$ cat config.mk
export PLATFORM = sky130hd
export DESIGN_NAME = seg7_scan_driver
export DESIGN_NICKNAME = d
export VERILOG_FILES = /design/src/rtl/seg7_scan_driver.sv
export SDC_FILE = /design/constraint.sdc
export NUM_CORES = 1
export LEC_CHECK = 0
export BUFFER_PORTS_ARGS = -buffer_cell sky130_fd_sc_hd__buf_4
export CAP_MARGIN = 20
export CORE_UTILIZATION = 62
export CTS_BUF_LIST = sky130_fd_sc_hd__clkbuf_4 sky130_fd_sc_hd__clkbuf_8 sky130_fd_sc_hd__clkbuf_16
export DETAILED_ROUTE_END_ITERATION = 8
export PLACE_DENSITY = 0.85
export SLEW_MARGIN = 15
export SYNTH_ARGS = -nofsm -noshare
export SYNTH_HDL_FRONTEND = slang
export SYNTH_SLANG_ARGS = --single-unit
export TNS_END_PERCENT = 30
$ cat constraint.sdc
create_clock -name clk -period 4.41 [get_ports clk]
set_input_delay 0.882 -clock clk [delete_from_list [all_inputs] [get_ports clk]]
set_output_delay 0.882 -clock clk [all_outputs]
set_load 0.005 [all_outputs]
$ cat src/rtl/seg7_scan_driver.sv
// Eight-digit common-anode seven-segment scanner: snapshots the display word once per frame,
// then multiplexes digits with an anti-ghost gap, PWM brightness and per-digit blinking.
module seg7_scan_driver #(
    parameter int unsigned REFRESH_DIV  = 100000,
    parameter int unsigned GHOST_CYCLES = 1000,
    parameter int unsigned BLINK_DIV    = 25000000
) (
    input  logic        clk,
    input  logic        rst_n,
    input  logic [31:0] display_data,
    input  logic        enable,
    input  logic [2:0]  brightness,
    input  logic [7:0]  blink_mask,
    output logic [7:0]  an,
    output logic [6:0]  seg,
    output logic        dp
);

    localparam int unsigned SW = (REFRESH_DIV > 1) ? $clog2(REFRESH_DIV) : 1;
    localparam int unsigned BW = (BLINK_DIV > 1) ? $clog2(BLINK_DIV) : 1;

    localparam logic [SW-1:0] SLOT_LAST  = SW'(REFRESH_DIV - 1);
    localparam logic [SW-1:0] SLOT_GHOST = SW'(GHOST_CYCLES);
    localparam logic [BW-1:0] BLINK_LAST = BW'(BLINK_DIV - 1);

    logic [SW-1:0] slot_cnt;
    logic [2:0]    digit_idx;
    logic [2:0]    pwm_cnt;
    logic [BW-1:0] blink_cnt;
    logic          blink_phase;
    logic [31:0]   frame_data;

    logic [3:0]    nib;
    logic          blank;
    logic          lit;
    logic          slot_wrap;
    logic          blink_wrap;
    logic          frame_start;
    logic [7:0]    an_next;
    logic [6:0]    seg_next;

    function automatic logic [6:0] decode(input logic [3:0] code);
        logic [6:0] s;
        s = 7'b1111111;
        case (code)
            4'h0: s = 7'b1000000;
            4'h1: s = 7'b1111001;
            4'h2: s = 7'b0100100;
            4'h3: s = 7'b0110000;
            4'h4: s = 7'b0011001;
            4'h5: s = 7'b0010010;
            4'h6: s = 7'b0000010;
            4'h7: s = 7'b1111000;
            4'h8: s = 7'b0000000;
            4'h9: s = 7'b0010000;
            4'hC: s = 7'b1000110;
            4'hD: s = 7'b0100001;
            4'hE: s = 7'b0000110;
            default: s = 7'b1111111;
        endcase
        return s;
    endfunction

    assign dp = 1'b1;

    // Everything here is derived from pre-update state, so same-cycle wraps/snapshot don't bleed in.
    always_comb begin
        nib         = frame_data[{digit_idx, 2'b00} +: 4];
        blank       = (nib == 4'hA) || (nib == 4'hB) || (nib == 4'hF);
        slot_wrap   = (slot_cnt == SLOT_LAST);
        blink_wrap  = (blink_cnt == BLINK_LAST);
        frame_start = (digit_idx == 3'd0) && (slot_cnt == '0);
        lit         = enable
                      && (slot_cnt >= SLOT_GHOST)
                      && !blank
                      && (pwm_cnt <= brightness)
                      && !(blink_mask[digit_idx] && blink_phase);
        an_next     = 8'hFF;
        seg_next    = 7'h7F;
        if (lit) begin
            an_next  = ~(8'b0000_0001 << digit_idx);
            seg_next = decode(nib);
        end
    end

    always_ff @(posedge clk) begin
        if (!rst_n) begin
            slot_cnt    <= '0;
            digit_idx   <= '0;
            pwm_cnt     <= '0;
            blink_cnt   <= '0;
            blink_phase <= 1'b0;
            frame_data  <= '1;
            an          <= 8'hFF;
            seg         <= 7'h7F;
        end else begin
            an  <= an_next;
            seg <= seg_next;

            if (frame_start) begin
                frame_data <= display_data;
            end

            if (slot_wrap) begin
                slot_cnt  <= '0;
                digit_idx <= (digit_idx == 3'd7) ? 3'd0 : digit_idx + 3'd1;
            end else begin
                slot_cnt <= slot_cnt + SW'(1);
            end

            pwm_cnt <= (pwm_cnt == 3'd7) ? 3'd0 : pwm_cnt + 3'd1;

            if (blink_wrap) begin
                blink_cnt   <= '0;
                blink_phase <= ~blink_phase;
            end else begin
                blink_cnt <= blink_cnt + BW'(1);
            end
        end
    end

endmodule

# --- Word level (Yosys, flattened, before mapping) ---
# Memories as Yosys holds them, arrays and structs flattened. A register that Yosys moved wholly into a read port is not among the register bits.
# Cells that the tools add are included.
word_totals:
  register_bits: 89
  mem_bits_ro: 112
  inputBits: 46
  out_inout_bits: 16
  word_cells: 47
  memories: 1
memory_table:
  columns: ["memory", "words", "width", "rd", "rd_ports_with_merged_regs", "wr", "line_no", "text"]
  rows:
  - ["(no name shown)", 16, 7, 1, 1, 0, "45", "case (code)"]
op_classes:
  add_sub_neg: 4
  n_lt_le_gt_ge: 3
  eq_ne: 7
  n_shift: 2
  mux: 3
  n_bitwise: 3
  reduce_logical: 17
op_table:
  columns: ["operator", "count"]
  rows:
  - ["variable part select 32 x 6 -> 4 bit", 1]
  - ["adder 25 x 1 -> 25 bit (second input constant)", 1]
  - ["== test 25 bit (second input constant)", 1]
  - ["adder 17 x 1 -> 17 bit (second input constant)", 1]
  - ["== test 17 bit (second input constant)", 1]
  - ["greater-or-equal comparator 17 x 10 -> 1 bit (second input constant)", 1]
  - ["logical NOT 17 bit", 1]
  - ["== test 4 bit (second input constant)", 3]
  - ["NOT 8 bit", 1]
  - ["left shift 1 x 3 -> 8 bit (first input constant)", 1]
  - ["adder 3 x 1 -> 3 bit (second input constant)", 2]
  - ["== test 3 bit (second input constant)", 2]
  - ["logical AND 1 bit", 6]
  - ["OR reduction 2 bit", 3]
  - ["< comparator 3 x 4 -> 1 bit (second input constant)", 1]
  - ["binary-select mux 1 bit (select 3 bit)", 1]
  - ["<= comparator 3 bit", 1]
  - ["logical NOT 1 bit", 3]
  - ["logical NOT 3 bit", 1]
  - ["2-to-1 mux 3 bit", 1]
  - ["logical OR 1 bit", 2]
  - ["NOT 1 bit", 2]
  - ["AND reduction 2 bit", 1]
  - ["2-to-1 mux 1 bit", 1]

# --- Depth between registers and ports, before layout ---
depth:
  word_depth: 10
  mapped_depth: 9
  ltp_nobuf: 8

# --- Worst setup path before layout ---
# OpenSTA, ideal clock, no wires.
synth_path:
  path_type: "reg-to-reg"
  start: "reg digit_idx[0]"
  end: "reg an[0]"
  setup_time_ns: 0.135
  arrival_ns: 2.382
  t_required_ns: 4.275
  setup_slack_ns: 1.893
  path_stages_with_launch: 10
  n_path_buf: 2
  period_less_slack_ns: 2.517
  cell_sequence: "dfxtp_1 -> buf_6 -> mux4_1 -> mux2i_1 -> inv_1 -> ha_1 -> a21oi_1 -> o2111a_2 -> buf_6 -> nand3_1"
synth_via:
  elab_chain_len: 9
  elab_cells_between_ends: 17
  cone_classes: "3 x eq/ne; 2 x shift; 2 x mux; 1 x bitwise; 9 x reduce/logical"
synth_lines:
  columns: ["item", "line_no", "text"]
  rows:
  - ["start: declaration", "27", "logic [2:0] digit_idx;"]
  - ["start signal: assignment", "106", "digit_idx <= (digit_idx == 3'd7) ? 3'd0 : digit_idx + 3'd1;"]
  - ["variable part select 32 x 6 -> 4 bit", "68", "nib = frame_data[{digit_idx, 2'b00} +: 4];"]
  - ["== test 4 bit", "69", "blank = (nib == 4'hA) || (nib == 4'hB) || (nib == 4'hF);"]
  - ["logical OR 1 bit (2 in a row)", "69", null]
  - ["logical NOT 1 bit", "75", "&& !blank"]
  - ["logical AND 1 bit", "75", null]
  - ["logical AND 1 bit", "76", "&& (pwm_cnt <= brightness)"]
  - ["logical AND 1 bit", "77", "&& !(blink_mask[digit_idx] && blink_phase);"]
  - ["AND reduction 2 bit (no line)", null, null]
  - ["end signal: assignment", "97", "an <= an_next;"]
  - ["end: declaration", "14", "output logic [7:0] an,"]
# Several ways; a longest one is shown, not always the timed one. The select of a mux whose other input is x is not followed.
# A chain may end at the register's enable or synchronous reset.

# --- Final worst setup path ---
layout_path:
  start: "reg digit_idx[0]"
  end: "reg seg[0]"
layout_via:
  elab_chain_len: 10
  elab_cells_between_ends: 16
  cone_classes: "3 x eq/ne; 1 x shift; 2 x mux; 10 x reduce/logical"
layout_lines:
  columns: ["item", "line_no", "text"]
  rows:
  - ["variable part select 32 x 6 -> 4 bit", "68", null]
  - ["== test 4 bit", "69", null]
  - ["logical OR 1 bit (2 in a row)", "69", null]
  - ["logical NOT 1 bit", "75", null]
  - ["logical AND 1 bit", "75", null]
  - ["logical AND 1 bit", "76", null]
  - ["logical AND 1 bit", "77", null]
  - ["AND reduction 2 bit (no line)", null, null]
  - ["logical NOT 1 bit (no line)", null, null]
  - ["end: declaration", "15", "output logic [6:0] seg,"]
# Several ways; a longest one is shown, not always the timed one. The select of a mux whose other input is x is not followed.

==> run metrics <==
outcome=completed; Pwr Density=355 nW/um^2; register area=1920 um^2; Multi-input gate area=2340 um^2; sequential area share after synthesis=43.1%; DR DRC count=0; die width=86.8 um; Hold Path Class=reg2reg; CTS buffer count=9; P_int=1.35 mW; worst endpoint required time=4.64 ns; Overflow after GRT=0; Cell variety after synth=47; flops & latches, synth=96; total wire length=9370 um; HPWL after DPL=6310 um; die area=7540 um^2; IO Pins=62; Post-DRT Antenna Nets=0; hold_buf cts=0; Syn Area/Cell=9.03 um^2; r2r setup slk=1.28 ns; most frequent cell after synthesis=dfxtp_1; Relative slew margins=39.4%; layout cells sized above 1=16.5%; H-tree depth=3; vias in the first global route=3,420; clk buf depth=2; post-cts sizing count=0; Worst setup EP type=flip-flop; Rows=30; skew final=0.0122 ns; most frequent cells after synthesis=dfxtp_1, nand2_1, nand3_1, nor2_1, xnor2_1; initial antenna violation count=0; Mapped Area=4460 um^2; Syn Inst Count=494; Total Routing Usage GR=25.6%; Setup Buffers After CTS=0; Fin. Hold Viols=0; First-pass DRT Iterations=4; IO Port Bufs=60; Hold WS=0.457 ns; Core Area=6870 um^2; Net Sw Frac=25.9%; min Tclk post-route=3.13 ns; main flop type after synthesis=dfxtp_1; worst slack at placement=1.31 ns; crit share post-route=71.0%; n_diodes=0; Nets=606; DR vias=3,617; cell taking the most area after synthesis=dfxtp_1; GP Congestion=0.853; Async SR Flop Fraction=0%; CP Data Arrival Time=3.36 ns; Area Overhead vs Synth=14.9%; DR WL/cell=14.6 um; Gate power share=13.3%; vias per std cell=5.65; crit path max fanout=15; crit start category=flip-flop; CP Class=reg2reg; maximum vdd drop=0.218 mV; Clock transition at path regs=0.09 ns; Sink Count=96; Skew-Pair Late Insertion Delay=0.36 ns; Yosys Warn Count=0; setup TNS=0 ns; first-pass GRT wire length=15,000 um; Static Leakage=2.11 nW; Switch Pwr=0.470 mW; clock group share of total power=35.1%; Net Count, Synth=561; Area contributors post-synth=dfxtp_1, nand2_1, nand3_1, ha_1, nor2_1; largest net degree at the start of global routing=45; clk root buf=clkbuf_8; Fmax=319 MHz; RSZ-0062 raised after global routing=no; final max-slew violation count=0; Flop pwr share=51.6%; Max Cap Viol=0; Die Ht=86.8 um; Synth top area share=43.1%; worst slew pin tran=0.909 ns; starting density of the core=64.9%; CTS tree=built; setup ws final=1.28 ns; Filler cells=500; final setup fails=0; EDFF count, synth=0; Iteration-0 DRC Markers=140
[kinds of logic (layout without fill, tap and decap cells)]
kind of cell / count (synthesis) / count (layout) / synth area share (%)
AO/OA/AOI/OAI: 23 / 23 / 3.62
XOR/XNOR: 38 / 38 / 7.46
adder cells (fa/ha/maj): 21 / 21 / 5.89
buffers and inverters: 44 / 94 / 4.54
flip-flops: 96 / 96 / 43.1
multiplexers: 17 / 17 / 8.08
other: 1 / 1 / 0.0841
AND/OR/NAND/NOR: 254 / 254 / 27.2
[power groups by stage]
stage               combinational, mW  clock (mW)  sequential, mW
floorplan                       0.173           0           0.949
global route                    0.269       0.674           0.942
detailed placement              0.234           0           0.957
finish                          0.242       0.637           0.937
global placement                0.223           0           0.955
CTS                             0.240       0.642           0.937
[metal layers]
layer / wire length, um / up-vias / global-route usage (%)
li1: - / 1769 / -
met3: 462 / 28 / 5.24
met1: 3980 / 1702 / 30.5
met2: 4640 / 118 / 42.7
met5: 0 / - / 0
met4: 286 / 0 / 15.5
[per-stage QoR]
step / instance area [um^2] / util, % / power [mW] / cells
floorplan: 4460 / - / 1.12 / 494
global placement: 4900 / 71.3 / 1.18 / 624
detailed placement: 4900 / 71.3 / 1.19 / 624
CTS: 5120 / 74.6 / 1.82 / 640
global route: 5120 / 74.6 / 1.89 / 640
finish: 5120 / 74.6 / 1.82 / 640
[cell type report]
type	instances	share of cell area, %
Timing Repair Buffer	61	8.94
Multi-Input combinational cell	354	45.6
Tap cell	96	2.34
Clock inverter	6	1.78
Sequential cell	96	37.5
Inverter	17	1.25
Clock buffer	10	2.56
[path summary, 6_finish.rpt]
kind | startpoint | to | cells past startpoint
max | digit_idx[0] | seg[0] | 7
min reg2reg | pwm_cnt[0] | pwm_cnt[0] | 1
max reg2reg | digit_idx[0] | seg[0] | 7
min | pwm_cnt[0] | pwm_cnt[0] | 1
[placed cells by master, fill, tap and decap left out, drive strengths merged, types with 2 or more instances in the layout]
master and instances:
a211o 2, a21oi 3, a31oi 2, and2 3, and3 5, and3b 3, and4 5, buf 61
bufinv 2, clkbuf 10, clkinv 3, dfxtp 96, ha 21, inv 18, mux2i 6, mux4 10
nand2 83, nand2b 2, nand3 57, nand4 9, nor2 55, nor2b 5, nor3 7, nor3b 2
nor4 11, nor4b 3, o21a 4, o21ai 7, o311ai 2, xnor2 22, xor2 16
[critical path, cell delays in order, from the launching register on]
cell and delay, ns:
dfxtp_1 0.79, mux4_1 0.65, mux2i_1 0.47, inv_1 0.18
ha_1 0.26, a21oi_1 0.12, o2111a_2 0.37, o21ai_0 0.16
[state kept, by name, indices dropped and copies added (netlist names)]
register,flops
blink_phase,1
seg,7
digit_idx,3
pwm_cnt,3
slot_cnt,17
an,8
frame_data,32
blink_cnt,25
Power figures use the tool's default switching activity.
